==> config.mk <==
export PLATFORM = sky130hd
export DESIGN_NAME = battle_tick_sequencer
export DESIGN_NICKNAME = d
export VERILOG_FILES = /design/src/rtl/battle_pkg.sv /design/src/rtl/battle_tick_sequencer_lane_step.sv /design/src/rtl/battle_tick_sequencer.sv
export SDC_FILE = /design/constraint.sdc
export NUM_CORES = 1
export LEC_CHECK = 0
export CAP_MARGIN = 20
export CORE_ASPECT_RATIO = 0.9
export CORE_UTILIZATION = 35
export CTS_CLUSTER_SIZE = 12
export DETAILED_ROUTE_END_ITERATION = 10
export PLACE_DENSITY = 0.66
export SLEW_MARGIN = 40
export SYNTH_ARGS = -nofsm -noshare
export SYNTH_HDL_FRONTEND = slang
export SYNTH_SLANG_ARGS = --single-unit
export TNS_END_PERCENT = 50
==> constraint.sdc <==
create_clock -name clk -period 4.6 [get_ports clk]
set_clock_uncertainty 0.05 [all_clocks]
set_input_delay 1.15 -clock clk [delete_from_list [all_inputs] [get_ports clk]]
set_output_delay 1.15 -clock clk [all_outputs]
set_load 0.005 [all_outputs]
==> src/rtl/battle_pkg.sv <==
// Shared types and constants for the battle tick sequencer and its lane stepper.
package battle_pkg;

  typedef enum logic [2:0] {
    IDLE,
    BF_START,
    BF_WAIT,
    BF_ACK,
    DAMAGE,
    MOVE,
    DONE
  } state_e;

  localparam int unsigned LOC_W        = 9;
  localparam int unsigned TYPE_W       = 2;
  localparam int unsigned IDX_W        = 4;
  localparam int unsigned N_SLOTS      = 16;
  localparam int unsigned LOC_MAX      = 511;
  localparam int unsigned SEL_NONE_BIT = 4;

  localparam logic [TYPE_W-1:0] TYPE_EMPTY = '0;

endpackage

==> src/rtl/battle_tick_sequencer_lane_step.sv <==
// Combinational lane move calculator: one unit slot, returns write enable and new location.
module lane_step
  import battle_pkg::*;
#(
  parameter int unsigned STEP = 1
) (
  input  logic              side_i,
  input  logic [LOC_W-1:0]  loc_i,
  input  logic [TYPE_W-1:0] type_i,
  input  logic [LOC_W-1:0]  front_i,
  output logic              we_o,
  output logic [LOC_W-1:0]  new_loc_o
);

  localparam logic [LOC_W:0] STEP_X = STEP[LOC_W:0];
  localparam logic [LOC_W:0] MAX_X  = LOC_MAX[LOC_W:0];

  logic [LOC_W:0] loc_x;
  logic [LOC_W:0] front_x;
  logic [LOC_W:0] n;

  // One extra bit so friendly underflow and enemy overflow past LOC_MAX stay visible.
  always_comb begin
    loc_x   = {1'b0, loc_i};
    front_x = {1'b0, front_i};
    n       = side_i ? (loc_x + STEP_X) : (loc_x - STEP_X);
    we_o    = 1'b0;
    if (type_i != TYPE_EMPTY) begin
      if (side_i) begin
        we_o = (n <= MAX_X) && (n < front_x);
      end else begin
        we_o = (loc_x >= STEP_X) && (n > front_x);
      end
    end
    new_loc_o = n[LOC_W-1:0];
  end

endmodule

==> src/rtl/battle_tick_sequencer.sv <==
// Per-tick controller: engine handshake, damage strobes, then a 32-slot lane move pass.
// Optional TICK_OVERRUN_CNT_EN adds a saturating overrun counter port.
module battle_tick_sequencer
  import battle_pkg::*;
#(
  parameter int unsigned STEP = 1,
  parameter logic [7:0]  DMG  = 8'd1
) (
`ifdef TICK_OVERRUN_CNT_EN
  output logic [7:0]        overrun_cnt,
`endif
  input  logic              clk,
  input  logic              rst,
  input  logic              tick,
  output logic              busy,
  output logic              tick_done,
  output logic              overrun,
  output logic              bf_start,
  output logic              bf_ack,
  input  logic              bf_done,
  input  logic [LOC_W-1:0]  bf_friendly_front,
  input  logic [LOC_W-1:0]  bf_enemy_front,
  input  logic [4:0]        bf_unit_sel,
  input  logic [4:0]        bf_enemy_sel,
  output logic              dmg_unit_we,
  output logic              dmg_enemy_we,
  output logic [IDX_W-1:0]  dmg_unit_idx,
  output logic [IDX_W-1:0]  dmg_enemy_idx,
  output logic [7:0]        dmg_amount,
  output logic              mv_side,
  output logic [IDX_W-1:0]  mv_idx,
  input  logic [LOC_W-1:0]  mv_loc_in,
  input  logic [TYPE_W-1:0] mv_type_in,
  output logic              mv_we,
  output logic [LOC_W-1:0]  mv_loc_out
);

  localparam int unsigned C_W = $clog2(2 * N_SLOTS);

  state_e             state_q;
  logic [C_W-1:0]     c_q;
  logic [LOC_W-1:0]   ff_q;
  logic [LOC_W-1:0]   ef_q;
  logic [4:0]         us_q;
  logic [4:0]         es_q;
  logic               busy_q;
  logic               tick_done_q;
  logic               overrun_q;
  logic               bf_start_q;
  logic               bf_ack_q;
  logic               dmg_unit_we_q;
  logic               dmg_enemy_we_q;
  logic [IDX_W-1:0]   dmg_unit_idx_q;
  logic [IDX_W-1:0]   dmg_enemy_idx_q;

  logic               lane_we;
  logic [LOC_W-1:0]   lane_loc;
  logic               in_move;

  // Pulse outputs are set on the transition into their state so they are registered.
  always_ff @(posedge clk) begin
    if (rst) begin
      state_q         <= IDLE;
      c_q             <= '0;
      ff_q            <= '0;
      ef_q            <= '0;
      us_q            <= '0;
      es_q            <= '0;
      busy_q          <= 1'b0;
      tick_done_q     <= 1'b0;
      overrun_q       <= 1'b0;
      bf_start_q      <= 1'b0;
      bf_ack_q        <= 1'b0;
      dmg_unit_we_q   <= 1'b0;
      dmg_enemy_we_q  <= 1'b0;
      dmg_unit_idx_q  <= '0;
      dmg_enemy_idx_q <= '0;
    end else begin
      bf_start_q      <= 1'b0;
      bf_ack_q        <= 1'b0;
      tick_done_q     <= 1'b0;
      dmg_unit_we_q   <= 1'b0;
      dmg_enemy_we_q  <= 1'b0;
      dmg_unit_idx_q  <= '0;
      dmg_enemy_idx_q <= '0;
      overrun_q       <= tick && (state_q != IDLE);
      unique case (state_q)
        IDLE: begin
          if (tick) begin
            state_q    <= BF_START;
            bf_start_q <= 1'b1;
            busy_q     <= 1'b1;
          end
        end
        BF_START: state_q <= BF_WAIT;
        BF_WAIT: begin
          if (bf_done) begin
            ff_q     <= bf_friendly_front;
            ef_q     <= bf_enemy_front;
            us_q     <= bf_unit_sel;
            es_q     <= bf_enemy_sel;
            state_q  <= BF_ACK;
            bf_ack_q <= 1'b1;
          end
        end
        BF_ACK: begin
          state_q         <= DAMAGE;
          dmg_unit_we_q   <= ~us_q[SEL_NONE_BIT];
          dmg_enemy_we_q  <= ~es_q[SEL_NONE_BIT];
          dmg_unit_idx_q  <= us_q[IDX_W-1:0];
          dmg_enemy_idx_q <= es_q[IDX_W-1:0];
        end
        DAMAGE: begin
          state_q <= MOVE;
          c_q     <= '0;
        end
        MOVE: begin
          c_q <= c_q + 1'b1;
          if (c_q == '1) begin
            state_q     <= DONE;
            tick_done_q <= 1'b1;
          end
        end
        DONE: begin
          state_q <= IDLE;
          busy_q  <= 1'b0;
        end
        default: state_q <= IDLE;
      endcase
    end
  end

`ifdef TICK_OVERRUN_CNT_EN
  logic [7:0] ovr_cnt_q;

  always_ff @(posedge clk) begin
    if (rst) begin
      ovr_cnt_q <= '0;
    end else if (overrun_q && (ovr_cnt_q != '1)) begin
      ovr_cnt_q <= ovr_cnt_q + 8'd1;
    end
  end

  assign overrun_cnt = ovr_cnt_q;
`endif

  assign in_move = (state_q == MOVE);

  // Enemy slots block against the friendly front and vice versa.
  lane_step #(
    .STEP(STEP)
  ) u_lane_step (
    .side_i    (c_q[C_W-1]),
    .loc_i     (mv_loc_in),
    .type_i    (mv_type_in),
    .front_i   (c_q[C_W-1] ? ff_q : ef_q),
    .we_o      (lane_we),
    .new_loc_o (lane_loc)
  );

  assign busy          = busy_q;
  assign tick_done     = tick_done_q;
  assign overrun       = overrun_q;
  assign bf_start      = bf_start_q;
  assign bf_ack        = bf_ack_q;
  assign dmg_unit_we   = dmg_unit_we_q;
  assign dmg_enemy_we  = dmg_enemy_we_q;
  assign dmg_unit_idx  = dmg_unit_idx_q;
  assign dmg_enemy_idx = dmg_enemy_idx_q;
  assign dmg_amount    = DMG;
  assign mv_side       = c_q[C_W-1];
  assign mv_idx        = c_q[IDX_W-1:0];
  assign mv_we         = in_move & lane_we;
  assign mv_loc_out    = in_move ? lane_loc : '0;

endmodule

# After elaboration in Yosys (flattened, before gate mapping)
# Index checks and enable logic that the tools add are counted.
dict set report totals {
  regBits 51
  input_bits 43
  output_inout_bits 38
  wordCells 69
}
dict set report classes {
  addsub 3
  magnitude_cmp 4
  n_eq_ne 10
  n_mux 15
  n_bitwise 7
  reduce_logical 15
}
# operator n
set ops {}
lappend ops {{$mux W9} 2}
lappend ops {{$pmux W3 S6} 1}
lappend ops {{$add A9 B1 Y10 const B} 1}
lappend ops {{$gt A10 B9 Y1} 1}
lappend ops {{$le A10 B9 Y1 const B} 1}
lappend ops {{$lt A10 B9 Y1} 1}
lappend ops {{$mux W10} 1}
lappend ops {{$pmux W5 S2} 1}
lappend ops {{$sub A9 B1 Y10 const B} 1}
lappend ops {{$eq A3 B3 Y1 const B} 3}
lappend ops {{$ge A9 B1 Y1 const B} 1}
lappend ops {{$mux W3} 3}
lappend ops {{$reduce_or A2 Y1} 4}
lappend ops {{$eq A3 B2 Y1 const B} 2}
lappend ops {{$mux W1} 6}
lappend ops {{$not A1 Y1} 6}
lappend ops {{$reduce_bool A2 Y1} 3}
lappend ops {{$add A5 B1 Y5 const B} 1}
lappend ops {{$eq A5 B5 Y1 const B} 1}
lappend ops {{$ne A2 B2 Y1 const B} 2}
lappend ops {{$reduce_and A2 Y1} 2}
lappend ops {{$eq A3 B1 Y1 const B} 1}
lappend ops {{$logic_and A1 B1 Y1} 3}
lappend ops {{$logic_not A3 Y1} 1}
lappend ops {{other kinds (5)} 5}

# Longest topological paths before layout
dict set report logic_depth {
  depth_word 7
  mapped_depth 11
  mapped_depth_nobuf 11
}

# Cells and area by module
# From an unflattened synthesis, not the netlist that was laid out.
dict set report unflattened {
  hier_cells 318
  area_unflattened_um2 2612.5
}
# module n_inst cells_each area_per_inst_um2 seq_area_each_um2
set by_module_without_submodules {}
lappend by_module_without_submodules {battle_tick_sequencer 1 236 2039.5 1021.0}
lappend by_module_without_submodules {lane_step 1 82 573.0 0.0}

# Worst setup path before layout
# OpenSTA, ideal clock, no wires.
dict set report synth_timing {
  path_type {input -> output}
  from {input port mv_loc_in[3]}
  to {output port mv_we}
  t_arrival_ns 3.326
  required_time_ns 3.400
  setup_slack_ns 0.074
  path_stages 11
  n_path_buf 1
  cell_sequence {buf_6 -> or4_4 -> nor3_1 -> a21oi_1 -> xnor2_1 -> ha_1 -> a22o_1 -> nor4_1 -> a32oi_1 -> a311oi_1 -> a211o_1}
}
dict set report synth_between {
  elab_chain_len 7
  elab_cells_between_ends 12
  classes_between {add/sub (2); order compare (4); mux (3); bitwise (1); reduce/logical (2)}
}
# item line_no
set synth_lines {}
lappend synth_lines {{start, declared} battle_tick_sequencer.sv:32} ;# input logic [LOC_W-1:0] mv_loc_in,
lappend synth_lines {{$sub A9 B1 Y10 or $add A9 B1 Y10 (tied branches)} battle_tick_sequencer_lane_step.sv:26} ;# n = side_i ? (loc_x + STEP_X) : (loc_x - STEP_X);
lappend synth_lines {{$mux W10} battle_tick_sequencer_lane_step.sv:26}
lappend synth_lines {{$gt A10 B9 Y1, or another cell as far along} battle_tick_sequencer_lane_step.sv:32} ;# we_o = (loc_x >= STEP_X) && (n > front_x);
lappend synth_lines {{$logic_and A1 B1 Y1 (on tied branches)} {battle_tick_sequencer_lane_step.sv:32, battle_tick_sequencer_lane_step.sv:30}}
lappend synth_lines {{$mux W1 (*)} battle_tick_sequencer_lane_step.sv:29} ;# if (side_i) begin
lappend synth_lines {{$mux W1 (*)} battle_tick_sequencer_lane_step.sv:28} ;# if (type_i != TYPE_EMPTY) begin
lappend synth_lines {{$and A1 B1 Y1 (*)} battle_tick_sequencer.sv:173} ;# assign mv_we = in_move & lane_we;
lappend synth_lines {{end, declared} battle_tick_sequencer.sv:34} ;# output logic mv_we,
# Every way passes the cells marked *; elsewhere a longest branch is shown, timed or not.

# Worst setup path in the final report
dict set report layout_timing {
  from {input port mv_loc_in[4]}
  to {output port mv_we}
}
# The elaborated chain is that of the path after synthesis.

==> metrics.yaml <==
grt_pass1_vias: 2274
avgSynthCellArea_um2: 8.13
mostFrequentLayoutCell: "nand2_1"
drc: 2
synthSimpleGateAreaFrac_pct: 25.6
rsz0062_at_grt: "yes"
place_ws_ps: -905
yosysUniqueCellTypes: 47
hp-start: "us_q[4]"
synthArstFlopShare_pct: 0
whs_endpoint: "dmg_unit_we"
setup.worst_path.end_class: "primary output"
slew_headroom_pct: 45.3
routed_wl_mm: 6.39
fin_nets: 451
fin_crit_sh_pct: 105
antenna_found_initial: 0
drt_iter0_drc: 128
layout_setup_ws_ps: -237
layout-drive-gt1-share_pct: 13.4
dr.pass1.iters: 7
fillers: 685
clock-sinks: 51
use_met3_pct: 3.21
top_usage_layer: "met2"
drv_cap: 0
synth_top_area_share_pct: 40.1
tritoncts: "done"
start_util_pct: 36.2
syn-instance-count: 313
vias_per_cell: 4.83
use_met2_pct: 28.1
slew_viol_final: 0
grt_use_met1_pct: 22.2
netlist_area_um2: 2550
ir_drop_v: 0.000136
synth_top_family_by_area: "simple AND/OR/NAND/NOR gates"
synth_compound_area_share_pct: 13.6
ys.flop_type: "dfxtp_1"
cp_top_family: "simple AND/OR/NAND/NOR gates"
tightest_slew_ps: 817
synth-seq-cells: 51
rows: 29
slowest_stage: "or4_4"
numCtsBuffers: 5
dieArea_um2: 7620
fin_util_pct: 51.5
worstHoldPathType: "flip-flop to flip-flop"
status: "finished, violations left"
muxShareOfSynthArea_pct: 3.59
gp_congestion: 0.869
hold_viol_final: 0
grt_use_total_pct: 17.0
grt_pass1_wl_mm: 10.5
min_delay_path_depth: 1
ys_seq_area_share_pct: 40.1
path_cells: "buf_6 -> or4_4 -> nor3_4 -> a21oi_2 -> xnor2_2 -> ha_1 -> a22o_1 -> nor4_2 -> a32oi_1 -> buf_4 -> a211o_1 -> buf_2"
die_height_um: 82.9
fmaxAchievable_mhz: 207
power.leakage_nw: 1.40
synthAdderAreaFrac_pct: 6.88
arrival_ps: 3640
ff2ff_setup_slack_ps: 2820
yosysWarnings: 0
overflow: 0
wl_per_cell_um: 13.1
synth-xor-area-share_pct: 3.39
crit_type: "input pin to primary output"
numPortBuffers: 72
layout_common_cells: "69 x nand2_1, 64 x clkdlybuf4s50_1, 51 x dfxtp_1"
cpPeakStageDelay_ps: 550
worstPathRequired_ps: 3400
ys_top_cells_by_area: "dfxtp_1 40%, nand2_1 10%, a21oi_1 7.9%"
cp_max_fo: 2
powerDensity_nw_per_um2: 280
critical_path.startpoint_type: "input pin"
dp_hpwl_mm: 4.59
cts.path.max_buffers: 2
vias: 2359
crit_buf_inv: 3
coreArea_um2: 7040
power_mw: 1.02
r2r_start: "state_q[1]"
grt_max_degree: 30
layout-area-overhead-vs-synth_pct: 42.5
synth_top_cell_by_area: "dfxtp_1"
root_buffer: "clkbuf_8"
reg2reg_depth: 5
diodes: 0
synth_edf_count: 0
reg2reg_to: "es_q[4]"
htree_levels: 2
die_w_um: 91.9
violations: "DRC, setup timing"
insertion_delay_ps: 300
clk_pin_slew_ps: 90
io_pins: 81
period_minus_slack_ps: 4840
ant_nets: 0
setup_viol: 1
-- area by class of cell --
cell class	count	area, um^2	area share (%)
multi-input cells	234	1440	39.7
repair buffers	96	896	24.7
flip-flops and latches	51	1020	28.1
clock inverters	2	60.1	1.66
inverters	6	22.5	0.621
clock buffers	6	72.6	2.00
well taps	93	116	3.21
-- what timing repair did --
action,in CTS,in global routing
pin swaps,11,10
endpoints found under the setup margin,2,1
buffers inserted,4,0
hold buffers,0,0
resized for setup,32,10
-- cells by family after synthesis --
logic type / after synthesis
muxes: 9
xor gates and xnor gates: 9
other: 2
DFF: 51
and+or+nand+nor: 136
AOI/OAI and AO/OA: 58
adders and majority gates: 14
buffers and inverters: 34
-- worst reg2reg max path, delay by kind of cell (launching register included) --
kind | cells | cell delay (ps)
flops | 1 | 480
buf+inv | 1 | 110
simple gates | 3 | 900
compound gates | 1 | 90
-- Yosys cell counts (all sizes together), types with 2 or more instances --
library cell  count
a21oi            40
conb              2
buf              12
nand2            69
xnor2             5
nand4             4
clkbuf           16
mux2i             8
nand2b            2
nor2b             6
xor2              4
and4              2
ha               14
dfxtp            51
nand3             5
o21ai             4
and2              8
nor3              6
nor2             17
nor3b             3
nor4              3
and3              7
inv               6
-- report_power, final --
group	switching (mW)	total [mW]	internal, mW
clock network	0.149	0.367	0.217
registers	0.0148	0.475	0.460
logic	0.0829	0.174	0.0914
total	0.247	1.02	0.769
-- sequential cells by signal (all words and copies together) (netlist names) --
signal,cells
bf_ack,1
bf_start,1
busy,1
c_q,5
dmg_enemy_idx,4
dmg_enemy_we,1
dmg_unit_idx,4
dmg_unit_we,1
ef_q,9
es_q,5
ff_q,9
overrun,1
state_q,3
tick_done,1
us_q,5
-- stage by stage --
stage,hold slack [ps],instance area (um^2),TNS (ps),std cells
CTS,377,3590,-251,489
floorplan,351,2570,0,319
global placement,360,3420,-826,477
finish,377,3630,-237,488
global route,388,3630,-336,488
detailed placement,364,3420,-930,477
-- how the worst max path moves through the flow --
stage / endpoint / cells past startpoint / from
after detailed placement: mv_we / 12 / mv_loc_in[5]
final: mv_we / 12 / mv_loc_in[4]
after CTS: mv_we / 12 / mv_loc_in[2]
after global routing: mv_we / 12 / mv_loc_in[4]
after global placement: mv_we / 12 / mv_loc_in[5]
after floorplan: mv_we / 11 / mv_loc_in[3]
-- metal layers --
layer / vias to the layer above / part of all wire (%)
met5: - / 0
met4: 0 / 0.78
li1: 1209 / -
met2: 57 / 49
met3: 6 / 3.6
met1: 1087 / 47
(Power assumes the default switching activity.)
